**src/rtl/exec_unit_arbiter.sv**
```systemverilog
// exec_unit_arbiter
//   Shares one combinational Execution_Unit between two requesters
//   (requester 0 = fetch/PC-adder path, requester 1 = EX path).
//   Each requester offers an op over a valid/ready channel. A round-robin grant
//   picks one op, the op is driven to the Execution_Unit for one cycle, and the
//   EU result plus zero/negative flags are registered onto a single response
//   channel tagged with the requester id. Only one op is in flight at a time.
//
// Ports
//   clk, rst                      clock, synchronous active-high reset
//   reqN_valid / reqN_ready       request handshake for requester N (0/1)
//   reqN_a, reqN_b                operands
//   reqN_op, reqN_shamt           EU opcode and shift amount
//   rsp_valid / rsp_ready         response handshake
//   rsp_id                        requester that issued the op
//   rsp_result, rsp_zero, rsp_neg registered EU outputs
//   eu_operand_a/_b, eu_opcode,
//   eu_shift_amount               drive the Execution_Unit inputs
//   eu_result, eu_zero, eu_neg    Execution_Unit outputs
//
// Optional feature (macro EXEC_ARB_PERF_EN)
//   Adds saturating 32-bit counters perf_grant0, perf_grant1 (grants per
//   requester) and perf_stall (RESP cycles with rsp_ready low). Without the
//   macro these ports do not exist and behaviour is otherwise identical.

module exec_unit_arbiter #(
  parameter int DATA_W  = 32,
  parameter int OP_W    = 4,
  parameter int SHAMT_W = 5
) (
  input  logic               clk,
  input  logic               rst,

  input  logic               req0_valid,
  output logic               req0_ready,
  input  logic [DATA_W-1:0]  req0_a,
  input  logic [DATA_W-1:0]  req0_b,
  input  logic [OP_W-1:0]    req0_op,
  input  logic [SHAMT_W-1:0] req0_shamt,

  input  logic               req1_valid,
  output logic               req1_ready,
  input  logic [DATA_W-1:0]  req1_a,
  input  logic [DATA_W-1:0]  req1_b,
  input  logic [OP_W-1:0]    req1_op,
  input  logic [SHAMT_W-1:0] req1_shamt,

  output logic               rsp_valid,
  input  logic               rsp_ready,
  output logic               rsp_id,
  output logic [DATA_W-1:0]  rsp_result,
  output logic               rsp_zero,
  output logic               rsp_neg,

  output logic [DATA_W-1:0]  eu_operand_a,
  output logic [DATA_W-1:0]  eu_operand_b,
  output logic [OP_W-1:0]    eu_opcode,
  output logic [SHAMT_W-1:0] eu_shift_amount,
  input  logic [DATA_W-1:0]  eu_result,
  input  logic               eu_zero,
  input  logic               eu_neg
`ifdef EXEC_ARB_PERF_EN
  ,
  output logic [31:0]        perf_grant0,
  output logic [31:0]        perf_grant1,
  output logic [31:0]        perf_stall
`endif
);

  typedef enum logic [1:0] {
    ST_IDLE  = 2'd0,
    ST_ISSUE = 2'd1,
    ST_RESP  = 2'd2
  } state_t;

  state_t state_q;
  state_t state_d;

  logic               last_grant;
  logic               grant_any;
  logic               grant_id;
  logic               grant_fire;
  logic               issue_done;
  logic               rsp_fire;

  logic [DATA_W-1:0]  sel_a;
  logic [DATA_W-1:0]  sel_b;
  logic [OP_W-1:0]    sel_op;
  logic [SHAMT_W-1:0] sel_shamt;

  logic               iss_id_p0;
  logic [DATA_W-1:0]  iss_a_p0;
  logic [DATA_W-1:0]  iss_b_p0;
  logic [OP_W-1:0]    iss_op_p0;
  logic [SHAMT_W-1:0] iss_shamt_p0;

  logic               vld_p1;
  logic               rsp_id_p1;
  logic [DATA_W-1:0]  rsp_result_p1;
  logic               rsp_zero_p1;
  logic               rsp_neg_p1;

  // Round-robin: with both requesting, the one not granted last time wins.
  assign grant_any = req0_valid | req1_valid;
  assign grant_id  = (req0_valid && req1_valid) ? ~last_grant : req1_valid;

  assign sel_a     = grant_id ? req1_a     : req0_a;
  assign sel_b     = grant_id ? req1_b     : req0_b;
  assign sel_op    = grant_id ? req1_op    : req0_op;
  assign sel_shamt = grant_id ? req1_shamt : req0_shamt;

  // FSM state register
  always_ff @(posedge clk) begin
    if (rst) begin
      state_q <= ST_IDLE;
    end else begin
      state_q <= state_d;
    end
  end

  // FSM next state
  always_comb begin
    state_d = state_q;
    case (state_q)
      ST_IDLE:  if (grant_any) state_d = ST_ISSUE;
      ST_ISSUE: state_d = ST_RESP;
      ST_RESP:  if (rsp_ready) state_d = ST_IDLE;
      default:  state_d = ST_IDLE;
    endcase
  end

  // FSM outputs. The grant is masked while rst is high: a reset edge never
  // accepts an op, so no requester may see ready on it.
  always_comb begin
    grant_fire = 1'b0;
    issue_done = 1'b0;
    rsp_fire   = 1'b0;
    case (state_q)
      ST_IDLE:  grant_fire = grant_any && !rst;
      ST_ISSUE: issue_done = 1'b1;
      ST_RESP:  rsp_fire   = rsp_ready;
      default:  ;
    endcase
  end

  assign req0_ready = grant_fire && !grant_id;
  assign req1_ready = grant_fire &&  grant_id;

  // ---- stage p0: issue registers, held through ISSUE and RESP ----
  always_ff @(posedge clk) begin
    if (rst) begin
      last_grant   <= 1'b1;
      iss_id_p0    <= 1'b0;
      iss_a_p0     <= '0;
      iss_b_p0     <= '0;
      iss_op_p0    <= '0;
      iss_shamt_p0 <= '0;
    end else if (grant_fire) begin
      last_grant   <= grant_id;
      iss_id_p0    <= grant_id;
      iss_a_p0     <= sel_a;
      iss_b_p0     <= sel_b;
      iss_op_p0    <= sel_op;
      iss_shamt_p0 <= sel_shamt;
    end
  end

  assign eu_operand_a    = iss_a_p0;
  assign eu_operand_b    = iss_b_p0;
  assign eu_opcode       = iss_op_p0;
  assign eu_shift_amount = iss_shamt_p0;

  // ---- stage p1: response registers, captured at the end of ISSUE ----
  always_ff @(posedge clk) begin
    if (rst) begin
      vld_p1        <= 1'b0;
      rsp_id_p1     <= 1'b0;
      rsp_result_p1 <= '0;
      rsp_zero_p1   <= 1'b0;
      rsp_neg_p1    <= 1'b0;
    end else if (issue_done) begin
      vld_p1        <= 1'b1;
      rsp_id_p1     <= iss_id_p0;
      rsp_result_p1 <= eu_result;
      rsp_zero_p1   <= eu_zero;
      rsp_neg_p1    <= eu_neg;
    end else if (rsp_fire) begin
      vld_p1        <= 1'b0;
    end
  end

  assign rsp_valid  = vld_p1;
  assign rsp_id     = rsp_id_p1;
  assign rsp_result = rsp_result_p1;
  assign rsp_zero   = rsp_zero_p1;
  assign rsp_neg    = rsp_neg_p1;

`ifdef EXEC_ARB_PERF_EN
  function automatic logic [31:0] sat_inc(input logic [31:0] cnt);
    return (cnt == 32'hFFFF_FFFF) ? cnt : cnt + 32'd1;
  endfunction

  logic [31:0] grant0_cnt;
  logic [31:0] grant1_cnt;
  logic [31:0] stall_cnt;

  always_ff @(posedge clk) begin
    if (rst) begin
      grant0_cnt <= '0;
      grant1_cnt <= '0;
      stall_cnt  <= '0;
    end else begin
      if (req0_ready) grant0_cnt <= sat_inc(grant0_cnt);
      if (req1_ready) grant1_cnt <= sat_inc(grant1_cnt);
      if (state_q == ST_RESP && !rsp_ready) stall_cnt <= sat_inc(stall_cnt);
    end
  end

  assign perf_grant0 = grant0_cnt;
  assign perf_grant1 = grant1_cnt;
  assign perf_stall  = stall_cnt;
`endif

endmodule

```
**config.mk**
```make
export PLATFORM = sky130hd
export DESIGN_NAME = exec_unit_arbiter
export DESIGN_NICKNAME = d
export VERILOG_FILES = /design/src/rtl/exec_unit_arbiter.sv
export SDC_FILE = /design/constraint.sdc
export NUM_CORES = 1
export LEC_CHECK = 0
export CAP_MARGIN = 20
export CORE_MARGIN = 1
export CORE_UTILIZATION = 43
export DETAILED_ROUTE_END_ITERATION = 16
export PLACE_DENSITY = 0.94
export SYNTH_ARGS = -nofsm -noshare
export SYNTH_HDL_FRONTEND = slang
export SYNTH_SLANG_ARGS = --single-unit
```
**constraint.sdc**
```tcl
create_clock -name clk -period 2.8 [get_ports clk]
set_input_delay 0.56 -clock clk [delete_from_list [all_inputs] [get_ports clk]]
set_output_delay 0.56 -clock clk [all_outputs]
set_load 0.03 [all_outputs]
```
Word level (Yosys, flattened, before mapping)
Index checks and enable logic that the tools add are counted.
Word-level totals
  bits of input ports: 185
  output and inout port bits: 111
  memory bits (read-only): 0
  logic and storage cells: 40
  register bits after elaboration: 113
  latch bits: 0
  bits in writable memories: 0
  memories kept: 0
Operators by class
  muxes and demuxes: 13
  order comparisons: 0
  eq/ne operators: 4
  reductions and logical operators: 9
  bitwise logic cells: 2
  add/sub/neg operators: 0
  div/mod/pow operators: 0
  multipliers: 0
  shift operators: 0
Operator list (number)
  two-way mux 32 bit: 2
  two-way mux 1 bit: 6
  case mux 2 bit (3 select lines): 1
  two-way mux 5 bit: 1
  logical AND 1 bit: 4
  two-way mux 2 bit: 2
  two-way mux 4 bit: 1
  != test 2 bit (second input constant): 2
  equality test 2 x 1 -> 1 bit (second input constant): 1
  equality test 2 bit (second input constant): 1
  zero test 1 bit: 2
  zero test 2 bit: 1
  AND reduction 2 bit: 1
  nonzero test 2 bit: 1
  NOT 1 bit: 1
  OR 1 bit: 1

Logic depth before layout (Yosys ltp)
  depth in word-level cells: 4
  depth in mapped cells: 7
  depth with buffers taken out: 4

Worst setup path before layout
Ideal clock, no wire load.
  path type: input to output
  start: input rst
  end: output req0_ready
  cell stages on the path: 4
  data required time: 2.240 ns
  path buffers: 1
  path slack: 0.845 ns
  arrival: 1.395 ns
  cells stage by stage: buf_4 -> nor3_4 -> nand2_2 -> nor2_1
On the way
  longest elaborated chain between the ends: 4
RTL lines
  start: declaration: RTL line 32  | input logic rst,
  zero test 1 bit: RTL line 139  | ST_IDLE: grant_fire = grant_any && !rst;
  logical AND 1 bit: RTL line 139
  two-way mux 1 bit: RTL line 138  | case (state_q)
  logical AND 1 bit: RTL line 146  | assign req0_ready = grant_fire && !grant_id;
  end: declaration: RTL line 35  | output logic req0_ready,
No other way between the ends.

Worst setup path after layout
  start: input req0_valid
  end: output req1_ready
On the way
  longest elaborated chain between the ends: 4
  elaborated cells on any way between the ends: 6
  those cells by class: mux: 2; bitwise: 1; reduce/logical: 3
RTL lines
  start: declaration: RTL line 34  | input logic req0_valid,
  OR 1 bit: RTL line 104  | assign grant_any = req0_valid | req1_valid;
  logical AND 1 bit: RTL line 139
  two-way mux 1 bit: RTL line 138
  logical AND 1 bit *: RTL line 147  | assign req1_ready = grant_fire && grant_id;
  end: declaration: RTL line 42  | output logic req1_ready,
Every way passes the cells marked *; elsewhere a longest branch is shown, timed or not.

==> key figures <==
Global route
  • GRT overflow: 0
  • Initial antenna violation count: 0
  • Largest net degree at the start of global routing: 67
  • Overall routing resource usage: approximately a quarter
  • Vias in the first global route: between 5000 and 6000
  • Global-route wire length before repair: 28100 um

Setup path
  • RR Endpoint: eu_operand_b[17]
  • Worst-path fanout max: 4
  • R2R setup slack: approximately 1000 ps
  • Worst-case reg-to-reg path depth: 4
  • Crit path DAT: ~1700 ps
  • Startpoint types: input port
  • CP Class: input port to output port
  • Worst EP required: 2240 ps
  • Critical path destination: req1_ready
  • RR Startpoint: state_q[1]
  • CP endpoint kind: output port
  • Setup crit start: req0_valid

Yosys
  • Synth area leaders: dfxtp_1 39%, a311oi_2 18%, nand2_1 14%
  • Cell count after synthesis: 592
  • Syn nets: 777
  • Area share of the largest cell type after synthesis: around two fifths
  • FF+latch count, synth: 113
  • Mapped cell area: around 5700 um2
  • Synth cell types: 31
  • Yosys top cell by area: dfxtp_1
  • Synthesized area per cell: 9.68 um2
  • Ys Warns: 0
  • Sequential share of the synthesized area: between 30% and 40%

STA
  • Final hold violations: 0
  • Least-Margin Pin Slew: around 930 ps
  • Slew headroom: 38.3%
  • Period utilization: 81.1%
  • Max Transition Viols Final: 0
  • Final min period: approximately 2300 ps
  • Achievable Freq: approximately 0.44 GHz
  • TNS Setup: 0 ps
  • Worst Skew: ~7.0 ps
  • RSZ-0062 raised after global routing: false
  • # setup viols final: 0
  • Fin Hold WS: approximately 450 ps

Clock tree
  • H-Tree Depth: 4
  • Clock latency on the worst-skew pair: 400 ps
  • CTS root buffer: clkbuf_16
  • Setup Buffers After CTS: 0
  • CTS sink count: around 110
  • # resized after CTS: 0
  • Clk buf depth: 2
  • CTS tree: built
  • Reg clk slew, reported paths: roughly 50 ps
  • CTS Buf Count: 17
  • Number of hold buffers added after cts: 0

Die
  • Top Ports: slightly below 300
  • Core ar.: about 13000 um2
  • Die height: 117 um
  • Initial Util: between 40 and 50%
  • Die ar.: between 10000 and 15000 um2
  • Std-Cell Rows: slightly above 40
  • Die X: 117 um

Power and ir drop
  • PD cells: 614 nW/um2
  • VDD IR max: between 0.0003 and 0.0004 V
  • Leak: 3.13 nW

Route
  • First-pass iteration count of the detailed router: 4
  • Detailed Route WL: between 15000 and 20000 um
  • Post-route DRC: 0
  • Drt initial violations: roughly 370
  • Wire per inst: around 17 um
  • Vias per cell: between 5 and 6
  • Routed Antenna Nets: 0
  • Vias post-DR: 5475

Place
  • Post-DP HPWL: 12100 um
  • Final Wtd Congestion: between 0.8 and 0.9
  • Placed insts: ~1000
  • I/O Buffers: ~300

Finish
  • Net count, final: roughly 1000
  • Fraction of layout cells with a size suffix above 1: between 20% and 30%
  • N_diodes: 0
  • Layout Cells excl Fill: ~1000
  • Area Growth Syn to Fin: 55.9%

Run status
  • Run status: completed

Job
  • Max-cap viol count: 0

Min path
  • Type of the worst min-delay path: flip-flop to flip-flop
[sequential cells by signal, indices dropped and copies added (netlist names), 2 cells and up]
register / count
eu_opcode: 4
eu_operand_a: 32
eu_operand_b: 32
eu_shift_amount: 5
rsp_result: 32
state_q: 2
[stage by stage]
step                      worst slack [ps]  total power, mW  instance area, um2  utilization, %
final                                  529             5.49                8930            69.7
after global routing                   488             5.73                8930            69.7
after CTS                              535             5.53                8930            69.7
after detailed placement               438             3.37                8330            65.0
after global placement                 511             3.34                8330            65.0
after floorplan                        845             2.83                5730               -
[worst max-delay path, cell delays in order]
cell and delay (ps):
clkdlybuf4s50_1 500, or2_4 290, nand3_1 130, inv_2 50
buf_4 160
[layout make-up]
| class | instances | area, um2 |
|---|---|---|
| clock buffers | 21 | 470 |
| clock inverters | 11 | 130 |
| fillers | 958 | 3890 |
| inverters | 2 | 8.76 |
| multi-input cells | 416 | 2790 |
| flip-flops and latches | 113 | 2260 |
| well taps | 172 | 215 |
| repair buffers | 308 | 3060 |
[kinds of logic (layout without fill, tap and decap cells)]
group                  after synthesis  in the layout  synth area share (%)
AND/OR/NAND/NOR                    228            228                  15.6
AO/OA/AOI/OAI                      188            188                  32.9
flip-flops                         113            113                  39.5
buffers and inverters               63            342                  12.0
[how the worst min path moves through the flow]
stage               cells past startpoint  slack, ps        endpoint           start
CTS                                     2        450         rsp_neg         rsp_neg
floorplan                               2        430          rsp_id       iss_id_p0
global placement                        2        440  rsp_result[19]  rsp_result[19]
global route                            2        470  rsp_result[10]  rsp_result[10]
finish                                  2        450   rsp_result[6]   rsp_result[6]
detailed placement                      2        450         rsp_neg         rsp_neg
[cell usage after synthesis, drive strengths merged]
cell and n:
nand3 1, buf 47, dlygate4sd1 4, dlymetal6s2s 2
or3 1, clkbuf 8, nor3 1, o21ai 2
a21boi 1, nand3b 1, or3b 1, a211o 1
dfxtp 113, a21oi 110, inv 2, nand2b 1
or2 1, a21bo 1, nand2 217, nor2 3
and2b 1, a311oi 73
[where the power goes]
group / leakage [nW] / internal, mW / switching [mW] / total [mW]
clock network: 0.282 / 1.38 / 0.764 / 2.15
logic: 1.91 / 0.692 / 0.800 / 1.49
registers: 0.929 / 1.75 / 0.0923 / 1.85
total: 3.13 / 3.83 / 1.66 / 5.49
[layer usage]
metal  global-route usage (%)  share of wire [%]  vias up
li1                         -                  -     2613
met1                     30.5                 41     2567
met3                     6.81                6.3       51
met4                     13.6                3.8        0
met5                        0                  0        -
met2                     41.6                 49      244
[layout by cell type, fill, tap and decap left out]
cell and n:
a211o_1 1, a21bo_2 1, a21boi_4 1, a21oi_1 50
a21oi_2 60, a311oi_1 4, a311oi_2 69, and2b_2 1
buf_12 1, buf_4 15, bufinv_16 2, clkbuf_1 1
clkbuf_16 17, clkbuf_8 3, clkdlybuf4s50_1 292, clkinv_2 2
clkinv_4 3, clkinvlp_4 4, dfxtp_1 113, inv_2 1
inv_6 1, nand2_1 216, nand2_2 1, nand2b_1 1
nand3_1 1, nand3b_1 1, nor2_1 3, nor3_4 1
o21ai_0 2, or2_4 1, or3_2 1, or3b_2 1
Note: power is estimated with default switching activity, not from simulation.
